`config.mk`:
```
export PLATFORM = sky130hd
export DESIGN_NAME = char_text_buffer
export DESIGN_NICKNAME = d
export VERILOG_FILES = /design/src/rtl/char_text_buffer_pkg.sv /design/src/rtl/char_text_buffer_font_rom.sv /design/src/rtl/char_text_buffer.sv
export SDC_FILE = /design/constraint.sdc
export NUM_CORES = 2
export LEC_CHECK = 0
export CORE_ASPECT_RATIO = 2
export CORE_MARGIN = 2
export CORE_UTILIZATION = 50
export CTS_CLUSTER_DIAMETER = 60
export DETAILED_ROUTE_END_ITERATION = 10
export GPL_ROUTABILITY_DRIVEN = 0
export PLACE_DENSITY = 0.65
export SETUP_SLACK_MARGIN = 0.02
export SLEW_MARGIN = 20
export SYNTH_ARGS = -nofsm -noshare
export SYNTH_HDL_FRONTEND = slang
export SYNTH_SLANG_ARGS = --single-unit
export TNS_END_PERCENT = 20
```
`constraint.sdc`:
```
create_clock -name clk -period 12.4 [get_ports clk]
set_input_delay 2.48 -clock clk [delete_from_list [all_inputs] [get_ports clk]]
set_output_delay 2.48 -clock clk [all_outputs]
set_load 0.01 [all_outputs]
```
`src/rtl/char_text_buffer_pkg.sv`:
```
// char_text_buffer_pkg: grid geometry, message ROM, loader states and glyph generator
// shared by the text buffer and its font ROM.
package char_text_buffer_pkg;
    localparam int TEXT_ROWS = 16;
    localparam int TEXT_COLS = 16;
    localparam int MSG_LEN   = TEXT_COLS;
    localparam int N_MSG     = 4;
    localparam int MSG_ID_W  = $clog2(N_MSG);
    localparam logic [7:0] SPACE_CHAR = 8'h20;
    // Element [MSG_LEN-1] holds the leftmost character of each string.
    typedef logic [MSG_LEN-1:0][7:0] msg_t;
    localparam msg_t MSG_ROM [N_MSG] = '{
        "KONIEC          ",
        "GRACZ 1 WYGRAL  ",
        "GRACZ 2 WYGRAL  ",
        "START           "
    };
    typedef enum logic [1:0] {CLEAR, IDLE, COPY, DONE} txt_state_t;
    // Procedural glyph set: blank for space and control codes.
    function automatic logic [7:0] font_glyph(input logic [6:0] code, input logic [3:0] line);
        return (code <= 7'h20) ? 8'h00 : ({code, 1'b0} ^ {4'h0, line});
    endfunction
endpackage

```
`src/rtl/char_text_buffer_font_rom.sv`:
```
// char_text_buffer_font_rom: 2048 x 8 synchronous glyph ROM,
// address = {character code, glyph line}.
module char_text_buffer_font_rom
    import char_text_buffer_pkg::*;
(
    input  logic        clk,
    input  logic        rst,
    input  logic [10:0] i_addr,
    output logic [7:0]  o_data
);
    always_ff @(posedge clk)
        o_data <= rst ? 8'h00 : font_glyph(i_addr[10:4], i_addr[3:0]);
endmodule

```
`src/rtl/char_text_buffer.sv`:
```
// char_text_buffer: 16x16 character store with a 2-cycle glyph read path and a
// message loader that clears the grid on reset and copies ROM strings into rows.
module char_text_buffer
    import char_text_buffer_pkg::*;
(
    input  logic                clk,
    input  logic                rst,
    input  logic [7:0]          i_char_xy,
    input  logic [3:0]          i_char_line,
    output logic [7:0]          o_char_pixels,
    input  logic                i_load,
    input  logic [MSG_ID_W-1:0] i_msg_id,
    input  logic [3:0]          i_row,
    output logic                o_busy,
    output logic                o_done
);
    // Bit 7 of a code never reaches the font, so only 7 bits are stored.
    logic [6:0]          r_ram [256];
    txt_state_t          r_state, w_state_next;
    logic [7:0]          r_clr;
    logic [3:0]          r_col, r_row;
    logic [MSG_ID_W-1:0] r_msg_id;
    logic [6:0]          r_code;
    logic [3:0]          r_line_d1;
    logic                w_we;
    logic [7:0]          w_waddr;
    logic [6:0]          w_wdata;
    always_ff @(posedge clk) begin
        if (rst) begin
            r_state  <= CLEAR;
            r_clr    <= 8'h00;
            r_col    <= 4'h0;
            r_row    <= 4'h0;
            r_msg_id <= '0;
        end else begin
            r_state <= w_state_next;
            if (r_state == CLEAR) r_clr <= r_clr + 8'h01;
            if (r_state == COPY) r_col <= r_col + 4'h1;
            if (r_state == IDLE && i_load) begin
                r_row    <= i_row;
                r_msg_id <= i_msg_id;
                r_col    <= 4'h0;
            end
        end
    end
    always_comb begin
        w_state_next = r_state;
        case (r_state)
            CLEAR:   w_state_next = (r_clr == 8'hFF) ? IDLE : CLEAR;
            IDLE:    w_state_next = i_load ? COPY : IDLE;
            COPY:    w_state_next = (r_col == 4'hF) ? DONE : COPY;
            default: w_state_next = IDLE;
        endcase
    end
    // Out-of-range message ids fall back to spaces.
    assign w_we    = (r_state == CLEAR) || (r_state == COPY);
    assign w_waddr = (r_state == CLEAR) ? r_clr : {r_row, r_col};
    assign w_wdata = (r_state == COPY && 32'(r_msg_id) < N_MSG) ? MSG_ROM[r_msg_id][~r_col][6:0]
                                                                : SPACE_CHAR[6:0];
    assign o_busy  = (r_state != IDLE);
    assign o_done  = (r_state == DONE);
    always_ff @(posedge clk)
        if (w_we) r_ram[w_waddr] <= w_wdata;
    // Read-before-write: a same-cycle write to the read address returns the old code.
    always_ff @(posedge clk) begin
        if (rst) begin
            r_code    <= 7'h00;
            r_line_d1 <= 4'h0;
        end else begin
            r_code    <= r_ram[i_char_xy];
            r_line_d1 <= i_char_line;
        end
    end
    char_text_buffer_font_rom u_font_rom (
        .clk    (clk),
        .rst    (rst),
        .i_addr ({r_code, r_line_d1}),
        .o_data (o_char_pixels)
    );
endmodule

```
==> key figures <==
Outcome
  • Outcome: finished, final reports clean

STA
  • Tmin final: around 6 ns
  • Final worst path period share: 48.17%
  • Measured slew at the worst slew-check pin: 1.239 ns
  • Achievable Freq: 167.4 MHz
  • Final setup skew: between 0.06 and 0.07 ns
  • Hold slack: ~0.53 ns
  • Max-slew violations: 0
  • Final hold violations: 0
  • RSZ-0062 raised after global routing: false
  • Total Neg Setup Slack: 0 ns
  • Final setup fails: 0
  • Slew margin rel.: between 10% and 20%

Logic synthesis
  • Sequential area share after synthesis: 75.37%
  • Largest area contributor in the netlist: edfxtp_1
  • Syn Nets: 3816
  • Synth top area share: approximately three quarters
  • Async set-reset flop share out of synthesis: 0%
  • Avg Cell Area, Syn: 19.14 um2
  • Synth Instances: 3785
  • Number of synthesis warnings: 0
  • Number of enable flip-flop cells after synthesis: ~1800
  • Synth top area cells: edfxtp_1 (74%), mux4_2 (9.5%), mux2i_1 (3.9%)
  • Most used flip-flop cell after synthesis: edfxtp_1
  • Synth Cell Area: 72430 um2
  • Post-synth cell types: 74
  • Number of synthesized register bits: approximately 1800

Floorplan
  • Rows: 197
  • Die Ht: around 540 um
  • Die area: 148100 um2
  • I/O pins: 31
  • Initial Util: 50.32%
  • Die Span X: 273.1 um
  • Core area: 143900 um2

Setup path
  • CP Launch Type: input port
  • Path depth of the worst reg2reg path: 12
  • Largest delay share family, worst path: buffers and inverters
  • Req. time, crit path: between 10 and 15 ns
  • Reg2reg end: r_ram[45][4]$_DFFE_PP_
  • Reg2Reg Launch Point: r_msg_id[0]$_SDFFE_PP0P_
  • Reg-to-reg setup timing slack: 7.78 ns
  • Critical path, cell by cell: buf_4, buf_4, nand2b_4, buf_4, buf_4, o221ai_1, a21oi_1, o21bai_1, a211oi_2, a41o_1
  • Most used cell, CP: buf_4
  • Crit path DAT: 6.68 ns
  • Worst Path Max Fanout: 37
  • Crit-path slowest cell: a211oi_2
  • Crit path buf inv count: 4
  • Slowest stage delay, CP: 0.72 ns
  • Crit path kind: in -> reg
  • Setup crit end kind: flip-flop

Global routing
  • Initial antenna violation count: 6
  • Global route overflow: 0
  • First-pass GRT wire length: 285300 um
  • Number of global-route vias before repair: 37990
  • Largest net degree at the start of global routing: 225
  • GRT Overall Usage: approximately 28%

Final layout
  • Share of layout cells above drive strength 1: 16.49%
  • Non-filler cells, final: 5830
  • Multi-input combinational cell area: 16360 um2
  • Synthesis-to-layout area growth: 9.387%
  • Design Area, Final: between 70000 and 80000 um2
  • Reg area: 54590 um2
  • Nets: 3852
  • Commonest non-fill, non-tap cells in the layout: edfxtp_1 (1792), nor2_1 (331), mux4_2 (307), mux2i_1 (285), clkbuf_16 (162)
  • Fill cells: around 11000
  • Commonest non-fill, non-tap cell in the layout: edfxtp_1

Place
  • Post-DP HPWL: about 130000 um
  • Placed cell areas: 74290 um2
  • Dpl cells: 5547
  • Port Buf Inserts: 30

Route
  • Initial drt markers: 4141
  • WL met1: 68030 um
  • Wire per inst: around 35 um
  • DR DRC count: 0
  • Final wirelength: 203900 um
  • Pre-Repair DR Iteration Count: 8
  • Wire length on met3: ~13000 um
  • WL met2: 104900 um
  • Routed vias/inst: around 6.5
  • Final ANT Viol Nets: 0
  • Top sig layer: met5
  • Via count: approximately 38000

Clock tree
  • Bufs on Longest Clock Path: 4
  • CTS tree: built
  • Worst-skew pair later-pin latency: 0.81 ns
  • Clk root buf: clkbuf_16
  • Htree depth: 4
  • Worst-path clk slew: around 0.07 ns
  • Post-CTS Repair Setup Buffers: 0
  • Post-CTS Hold Buffers: 0
  • # resized after CTS: 0
  • CTS buffer count: 160
  • Clock Sinks: 1831

Power and ir drop
  • Leak: around 24 nW
  • PwrDens: 152.0 nW/um2
  • Worst VDD drop: ~0.19 mV

Hold path
  • Hold Path End: r_clr[1]$_SDFFE_PP0P_
  • HP Start: r_clr[1]$_SDFFE_PP0P_
  • Hold path cells: 2
  • HP Class: reg -> reg

Job
  • Max-Cap Viols: 0
-- routing by layer --
metal  up-vias  global-route usage (%)
li1      15470                       -
met1     19770                   31.34
met2      1903                   47.61
met3       536                   3.565
met4         2                   20.47
met5         -                       0
-- worst max-delay path by stage --
stage / slack [ns] / cells past startpoint / end / startpoint
detailed placement: 5.59 / 9 / r_code[0]$_SDFF_PP0_ / i_char_xy[0]
global placement: 3.86 / 11 / r_code[0]$_SDFF_PP0_ / i_char_xy[2]
global route: 6.34 / 9 / r_code[0]$_SDFF_PP0_ / i_char_xy[0]
floorplan: 2.62 / 5 / r_ram[0][0]$_DFFE_PP_ / r_col[1]$_SDFFE_PP0P_
CTS: 6.41 / 9 / r_code[0]$_SDFF_PP0_ / i_char_xy[0]
finish: 6.43 / 10 / r_code[0]$_SDFF_PP0_ / i_char_xy[2]
-- area by class of cell --
| class | instances | share of cell area (%) |
|---|---|---|
| Antenna cell | 4 | 0.01263 |
| Clock buffer | 197 | 5.282 |
| Clock inverter | 80 | 0.8843 |
| Inverter | 11 | 0.06475 |
| Multi-Input combinational cell | 1712 | 20.65 |
| Sequential cell | 1831 | 68.90 |
| Tap cell | 1890 | 2.985 |
| Timing Repair Buffer | 105 | 1.214 |
-- logic make-up after synthesis --
kind of cell	count (synthesis)	share of synthesized area, %
compound gates	396	3.773
xor+xnor	14	0.1693
fa+ha+maj	10	0.1727
buf+inv	242	2.277
flops	1831	75.37
mux	607	14.03
simple gates	685	4.211
-- metrics by stage --
stage | setup WS [ns] | power [W] | util (%)
2_1_floorplan | 2.624 | 0.007147 | -
3_3_place_gp | 3.862 | 0.007324 | 51.53
3_5_place_dp | 5.591 | 0.007328 | 51.61
4_1_cts | 6.409 | 0.01208 | 55.00
5_1_grt | 6.337 | 0.01228 | 55.04
6_report | 6.427 | 0.01204 | 55.04
-- worst register-to-register path, delay by kind of cell, from the launching register on --
kind,cells,cell delay (ns)
compound gates,4,0.62
fa+ha+maj,1,0.37
buf+inv,6,2.65
flops,1,0.50
simple gates,1,0.12
-- state kept, by name, summed over array words and instances (netlist names) --
| signal | flops |
|---|---|
| r_line_d1 | 4 |
| r_clr | 8 |
| r_code | 7 |
| r_msg_id | 2 |
| r_col | 4 |
| u_font_rom.o_data | 8 |
| r_ram | 1792 |
| r_state | 2 |
| r_row | 4 |
-- synth_stat cells (all sizes together), types with 7 or more instances --
master,n
nand3,30
nor2,339
nor2b,10
dfxtp,39
mux4,322
a21oi,65
mux2i,285
o22ai,71
inv,11
or3,11
clkbuf,97
a2111oi,14
and3,7
and2,9
a22oi,41
nand2,140
o221ai,63
xnor2,9
edfxtp,1792
a221oi,7
a211oi,24
o21ai,55
nor4,19
buf,131
nor3,49
ha,10
nand4,13
nand3b,15
or2,19
nand2b,8
a31oi,17
-- where the power goes --
group / leakage (nW) / switching [W] / internal [W]
combinational: 5.87 / 0.000326 / 0.000168
clock: 2.40 / 0.00219 / 0.00265
sequential: 16.1 / 0.00000843 / 0.00670
total: 24.3 / 0.00253 / 0.00951
Power figures use the tool's default switching activity.
